==> src/rtl/fifo_pkg.sv <==
// Shared helpers for the dual-clock FIFO pointer blocks (read and write side).
// Gray/binary conversion works on any pointer width up to FIFO_PTR_W_MAX.
package fifo_pkg;

  localparam int FIFO_SYNC_STAGES_MIN = 2;
  localparam int FIFO_PTR_W_MAX       = 32;

  typedef logic [FIFO_PTR_W_MAX-1:0] fifo_ptr_t;

  function automatic fifo_ptr_t width_mask(input int width);
    fifo_ptr_t mask;
    if (width >= FIFO_PTR_W_MAX) mask = '1;
    else                         mask = (fifo_ptr_t'(1) << width) - fifo_ptr_t'(1);
    return mask;
  endfunction

  function automatic fifo_ptr_t bin2gray(input fifo_ptr_t bin, input int width);
    fifo_ptr_t b;
    b = bin & width_mask(width);
    return b ^ (b >> 1);
  endfunction

  // Bits above the live width are masked to zero, so they drop out of the XOR chain.
  function automatic fifo_ptr_t gray2bin(input fifo_ptr_t gray, input int width);
    fifo_ptr_t g;
    fifo_ptr_t b;
    g = gray & width_mask(width);
    b = '0;
    b[FIFO_PTR_W_MAX-1] = g[FIFO_PTR_W_MAX-1];
    for (int i = FIFO_PTR_W_MAX - 2; i >= 0; i--) begin
      b[i] = b[i+1] ^ g[i];
    end
    return b;
  endfunction

endpackage

==> src/rtl/gray_sync.sv <==
// Multi-bit flop-chain synchroniser for a Gray-coded pointer crossing clock domains.
// No logic between stages and no enable: only valid for inputs that change one bit at a time.
module gray_sync
  import fifo_pkg::*;
#(
  parameter int WIDTH  = 5,
  parameter int STAGES = 2
) (
  input  logic             clk_i,
  input  logic             rst_ni,
  input  logic [WIDTH-1:0] d_i,
  output logic [WIDTH-1:0] q_o
);

  if (STAGES < FIFO_SYNC_STAGES_MIN) begin : g_bad_stages
    $error("gray_sync: STAGES must be at least %0d", FIFO_SYNC_STAGES_MIN);
  end

  (* ASYNC_REG = "TRUE" *) logic [WIDTH-1:0] sync_q [STAGES];
  logic [WIDTH-1:0] sync_d [STAGES];

  always_comb begin
    sync_d[0] = d_i;
    for (int i = 1; i < STAGES; i++) begin
      sync_d[i] = sync_q[i-1];
    end
  end

  always_ff @(posedge clk_i or negedge rst_ni) begin
    if (!rst_ni) begin
      for (int i = 0; i < STAGES; i++) begin
        sync_q[i] <= '0;
      end
    end else begin
      sync_q <= sync_d;
    end
  end

  assign q_o = sync_q[STAGES-1];

endmodule

==> src/rtl/fifo_rd_ptr.sv <==
// Read-side pointer controller of a dual-clock FIFO: synchronises the write pointer,
// keeps the binary/Gray read pointer and derives empty, level and underflow.
module fifo_rd_ptr
  import fifo_pkg::*;
#(
  parameter int ADDR_WIDTH  = 4,
  parameter int SYNC_STAGES = 2
) (
  input  logic                  clk_i,
  input  logic                  rst_ni,
  input  logic [ADDR_WIDTH:0]   wr_gray_i,
  input  logic                  rd_en_i,
  output logic [ADDR_WIDTH-1:0] rd_addr_o,
  output logic [ADDR_WIDTH:0]   rd_gray_o,
  output logic                  empty_o,
  output logic [ADDR_WIDTH:0]   level_o,
  output logic                  underflow_o
);

  localparam int PTR_W = ADDR_WIDTH + 1;

  logic [PTR_W-1:0] wr_gray_sync;
  logic [PTR_W-1:0] wr_bin_d,  wr_bin_q;
  logic [PTR_W-1:0] rd_bin_d,  rd_bin_q;
  logic [PTR_W-1:0] rd_gray_d, rd_gray_q;
  logic             underflow_d, underflow_q;
  logic             empty;
  logic             rd_accept;

  gray_sync #(
    .WIDTH  (PTR_W),
    .STAGES (SYNC_STAGES)
  ) u_wr_sync (
    .clk_i  (clk_i),
    .rst_ni (rst_ni),
    .d_i    (wr_gray_i),
    .q_o    (wr_gray_sync)
  );

  assign empty     = (rd_bin_q == wr_bin_q);
  assign rd_accept = rd_en_i && !empty;

  // Gray read pointer is loaded from the next binary value so the exported
  // pointer is glitch-free and moves exactly one bit per accepted read.
  always_comb begin
    wr_bin_d    = PTR_W'(gray2bin(fifo_ptr_t'(wr_gray_sync), PTR_W));
    rd_bin_d    = rd_bin_q;
    if (rd_accept) begin
      rd_bin_d = rd_bin_q + PTR_W'(1);
    end
    rd_gray_d   = PTR_W'(bin2gray(fifo_ptr_t'(rd_bin_d), PTR_W));
    underflow_d = rd_en_i && empty;
  end

  always_ff @(posedge clk_i or negedge rst_ni) begin
    if (!rst_ni) begin
      wr_bin_q    <= '0;
      rd_bin_q    <= '0;
      rd_gray_q   <= '0;
      underflow_q <= 1'b0;
    end else begin
      wr_bin_q    <= wr_bin_d;
      rd_bin_q    <= rd_bin_d;
      rd_gray_q   <= rd_gray_d;
      underflow_q <= underflow_d;
    end
  end

  assign rd_addr_o   = rd_bin_q[ADDR_WIDTH-1:0];
  assign rd_gray_o   = rd_gray_q;
  assign empty_o     = empty;
  assign level_o     = wr_bin_q - rd_bin_q;
  assign underflow_o = underflow_q;

endmodule

==> config.mk <==
export PLATFORM = sky130hd
export DESIGN_NAME = fifo_rd_ptr
export DESIGN_NICKNAME = d
export VERILOG_FILES = /design/src/rtl/fifo_pkg.sv /design/src/rtl/gray_sync.sv /design/src/rtl/fifo_rd_ptr.sv
export SDC_FILE = /design/constraint.sdc
export NUM_CORES = 1
export LEC_CHECK = 0
export BUFFER_PORTS_ARGS = -buffer_cell sky130_fd_sc_hd__buf_2
export CAP_MARGIN = 20
export CORE_MARGIN = 3
export CORE_UTILIZATION = 55
export DETAILED_ROUTE_END_ITERATION = 10
export GPL_TIMING_DRIVEN = 0
export PLACE_DENSITY = 0.9
export SLEW_MARGIN = 15
export SYNTH_ARGS = -nofsm -noshare
export SYNTH_HDL_FRONTEND = slang
export SYNTH_SLANG_ARGS = --single-unit
==> constraint.sdc <==
create_clock -name clk_i -period 4.5 [get_ports clk_i]
set_input_delay 0.675 -clock clk_i [delete_from_list [all_inputs] [get_ports clk_i]]
set_output_delay 0.675 -clock clk_i [all_outputs]
set_load 0.1 [all_outputs]
==> impl_metrics.toml <==
[worst_setup_path]
timing.critical_path.slowest_cell_delay_ns = 0.50
setup.worst_path.end_class = "output pin"
startpoint_types = "flip-flop"
cp_slowest_cell = "sky130_fd_sc_hd__dfrtp_1"
crit_path_max_fanout = 6
crit_type = "flip-flop to output pin"
worst-endpoint-arrival_ns = 2.40
critical_path.cell_chain = "ha_1 > inv_1 > fa_1 > a21o_1 > a21oi_1 > xnor2_1 > buf_2"
required_arrival_time_at_the_worst_endpoint_ns = 3.83

[grt]
grt_pass1_vias = 735
grt_start_max_net_pins = 26
overflow = 0
gr-usage-all-layers = 0.160
grt_first_pass_wirelength_mm = 2.95
number_of_antenna_violations_at_the_first_check_in_global_routing = 0

[layout]
antennaDiodeCount = 0
drive_gt1_frac = 0.300
final_cell_count_no_fill = 135
nets = 125
syn2layout_area_growth_pct = 16.4

[placement]
place.gp.congestion = 0.842
place.port_buffers = 23
placed_cells = 131
post-dp-hpwl_mm = 1.34

[yosys]
synth_nets = 97
ys_seq_elements = 25
synth_compound_gate_area_share = 0.0616
post_synth.cell_area_avg_um2 = 13.0
yosys_warnings = 0
xor_xnor_fraction_of_synth_area = 0.170
post_synthesis_instance_area_mm2 = 0.00108
multiplexer_share_of_the_synthesized_area = 0.0198
synth.top_cell.area_share = 0.581
yosysTopAreaCell = "sky130_fd_sc_hd__dfrtp_1"
post_synth_num_cell_types = 21
netlist_top_cells_area = "sky130_fd_sc_hd__dfrtp_1 58%, sky130_fd_sc_hd__xnor2_1 9.8%, sky130_fd_sc_hd__ha_1 5.8%, sky130_fd_sc_hd__xor2_1 5.7%, sky130_fd_sc_hd__inv_1 2.8%"
synthAdderAreaFrac = 0.0767
synth_top_family_by_area = "XOR/XNOR gates"
ys_seq_area_frac = 0.581
synth_simple_gate_area_share = 0.0628
syn-instance-count = 83

[cts]
post_cts.repair.setup_buffers = 0
insertion_delay_ns = 0.32
clock_input_transition_at_the_sequential_cells_of_the_worst_setup_and_hold_paths_ns = 0.13
cts.repair.resized = 0
max-clock-path-buffers = 2
clock-sinks = 25
post_cts_hold_buffer_count = 0
cts-buffers-inserted = 3
cts.root.buffer_cell = "sky130_fd_sc_hd__clkbuf_4"
clock_tree.htree_level_count = 1
tritoncts = "done"

[route]
drc_viols = 0
avgRoutedWirePerCell_um = 12.4
wl_met1_um = 591
num_vias = 705
drt_pass_1_iters = 4
wl_met3_um = 110
postRouteWirelength_mm = 1.67
avgViaCountPerCell = 5.22
topRoutingLayerUsed = "met4"
wl_met2_um = 914
final_antenna_net_count = 0
initialDrtViolationCount = 4

[die]
fp.dieH_um = 50.2
fp.coreArea_mm2 = 0.00178
die_width_um = 50.2
initial_core_util = 0.604
die-area_mm2 = 0.00252
row_count = 15
design.portCount = 24

[sta]
tightest_slew_ns = 0.522
slew_headroom = 0.652
final_min_period_over_clock_period = 0.684
finalSetupViolations = 0
rsz0062_at_grt = "false"
final.min_clock_period_ns = 3.08
setup_total_negative_slack_ns = 0
timing.fmax_mhz = 325
finalClockSkew_ns = 0.00780
maxSlewViolCount = 0
final-hold-violation-count = 0

[worst_hold_path]
timing.hold.worst.class = "input port to async pin"

[run_status]
status = "completed"

[flow_run]
cap_viol_max_count = 0
critical path: cells and delay by family (launching register included):
family          cells  cell delay (ns)
compound gates      2             0.35
xor+xnor            1             0.14
flops               1             0.50
buf+inv             2             0.51
fa+ha+maj           2             0.59
final timing paths:
check | cells past startpoint | endpoint | slack, ns | startpoint
setup / recovery | 7 | level_o[4] | 1.42 | rd_bin_q[0]
hold / removal | 1 | underflow_o | 0.31 | rst_ni
setup reg to reg | 6 | rd_gray_o[1] | 2.52 | rd_bin_q[2]
hold reg to reg | 0 | u_wr_sync.q_o[0] | 0.36 | u_wr_sync.sync_q[5]
max in group asynchronous | 1 | wr_bin_q[0] | 3.84 | rst_ni
min in group clk_i | 0 | u_wr_sync.q_o[0] | 0.36 | u_wr_sync.sync_q[5]
per-layer routing:
| layer | vias up | global-route usage |
|---|---|---|
| li1 | 324 | - |
| met1 | 339 | 0.142 |
| met2 | 35 | 0.320 |
| met3 | 7 | 0.0386 |
| met4 | 0 | 0.0829 |
| met5 | - | 0 |
placed cells by master (no fill, tap or decap), drive strengths merged, types with 2 or more instances in the layout:
master	Yosys	layout
xnor2	13	13
nor3	3	3
dfrtp	25	25
buf	0	23
inv	8	8
clkbuf	0	3
a21o	2	2
o22ai	3	3
nand2	5	5
xor2	7	7
a21oi	4	4
ha	5	5
registers in the layout (all words and copies together), names as in the netlist:
name,count
rd_gray_o,4
u_wr_sync.sync_q,5
rd_bin_q,5
underflow_o,1
wr_bin_q,5
u_wr_sync.q_o,5
cell families after synthesis:
kind of cell             count (synthesis)
adder cells (fa/ha/maj)                  6
XOR/XNOR                                20
flip-flops                              25
multiplexers                             2
buffers and inverters                    8
AO/OA/AOI/OAI                           10
AND/OR/NAND/NOR                         12
area by class of cell:
class	count	area, µm²
multi-input cells	50	420
inverters	8	30.0
well taps	25	31.3
clock buffers	3	22.5
fillers	133	531
clock inverters	1	7.51
flip-flops and latches	25	626
repair buffers	23	115
Yosys cell counts:
cell type / instances
sky130_fd_sc_hd__ha_1: 5
sky130_fd_sc_hd__nand2_1: 5
sky130_fd_sc_hd__o21ai_2: 1
sky130_fd_sc_hd__o22ai_1: 3
sky130_fd_sc_hd__dfrtp_1: 25
sky130_fd_sc_hd__nor3_2: 2
sky130_fd_sc_hd__xnor2_2: 1
sky130_fd_sc_hd__nor2_1: 1
sky130_fd_sc_hd__mux2_2: 1
sky130_fd_sc_hd__and4_1: 1
sky130_fd_sc_hd__inv_1: 8
sky130_fd_sc_hd__nand3_1: 1
sky130_fd_sc_hd__a21o_1: 2
sky130_fd_sc_hd__a21oi_1: 3
sky130_fd_sc_hd__fa_1: 1
sky130_fd_sc_hd__xnor2_1: 12
sky130_fd_sc_hd__nand4_1: 1
sky130_fd_sc_hd__nor3_1: 1
sky130_fd_sc_hd__a21oi_2: 1
sky130_fd_sc_hd__xor2_1: 7
sky130_fd_sc_hd__mux2i_1: 1
stage by stage:
step                      hold slack, ns  utilization  setup WS (ns)  instance area, µm²
after global routing               0.316        0.702           1.28                1250
after detailed placement           0.339        0.686           1.76                1220
after global placement             0.334        0.686           1.81                1220
final                              0.308        0.702           1.42                1250
after floorplan                    0.331            -          0.406                1080
after CTS                          0.323        0.702           1.39                1250
Power is not shown: default switching activity piles up to over one toggle a cycle in this logic, so the estimate is an artifact.
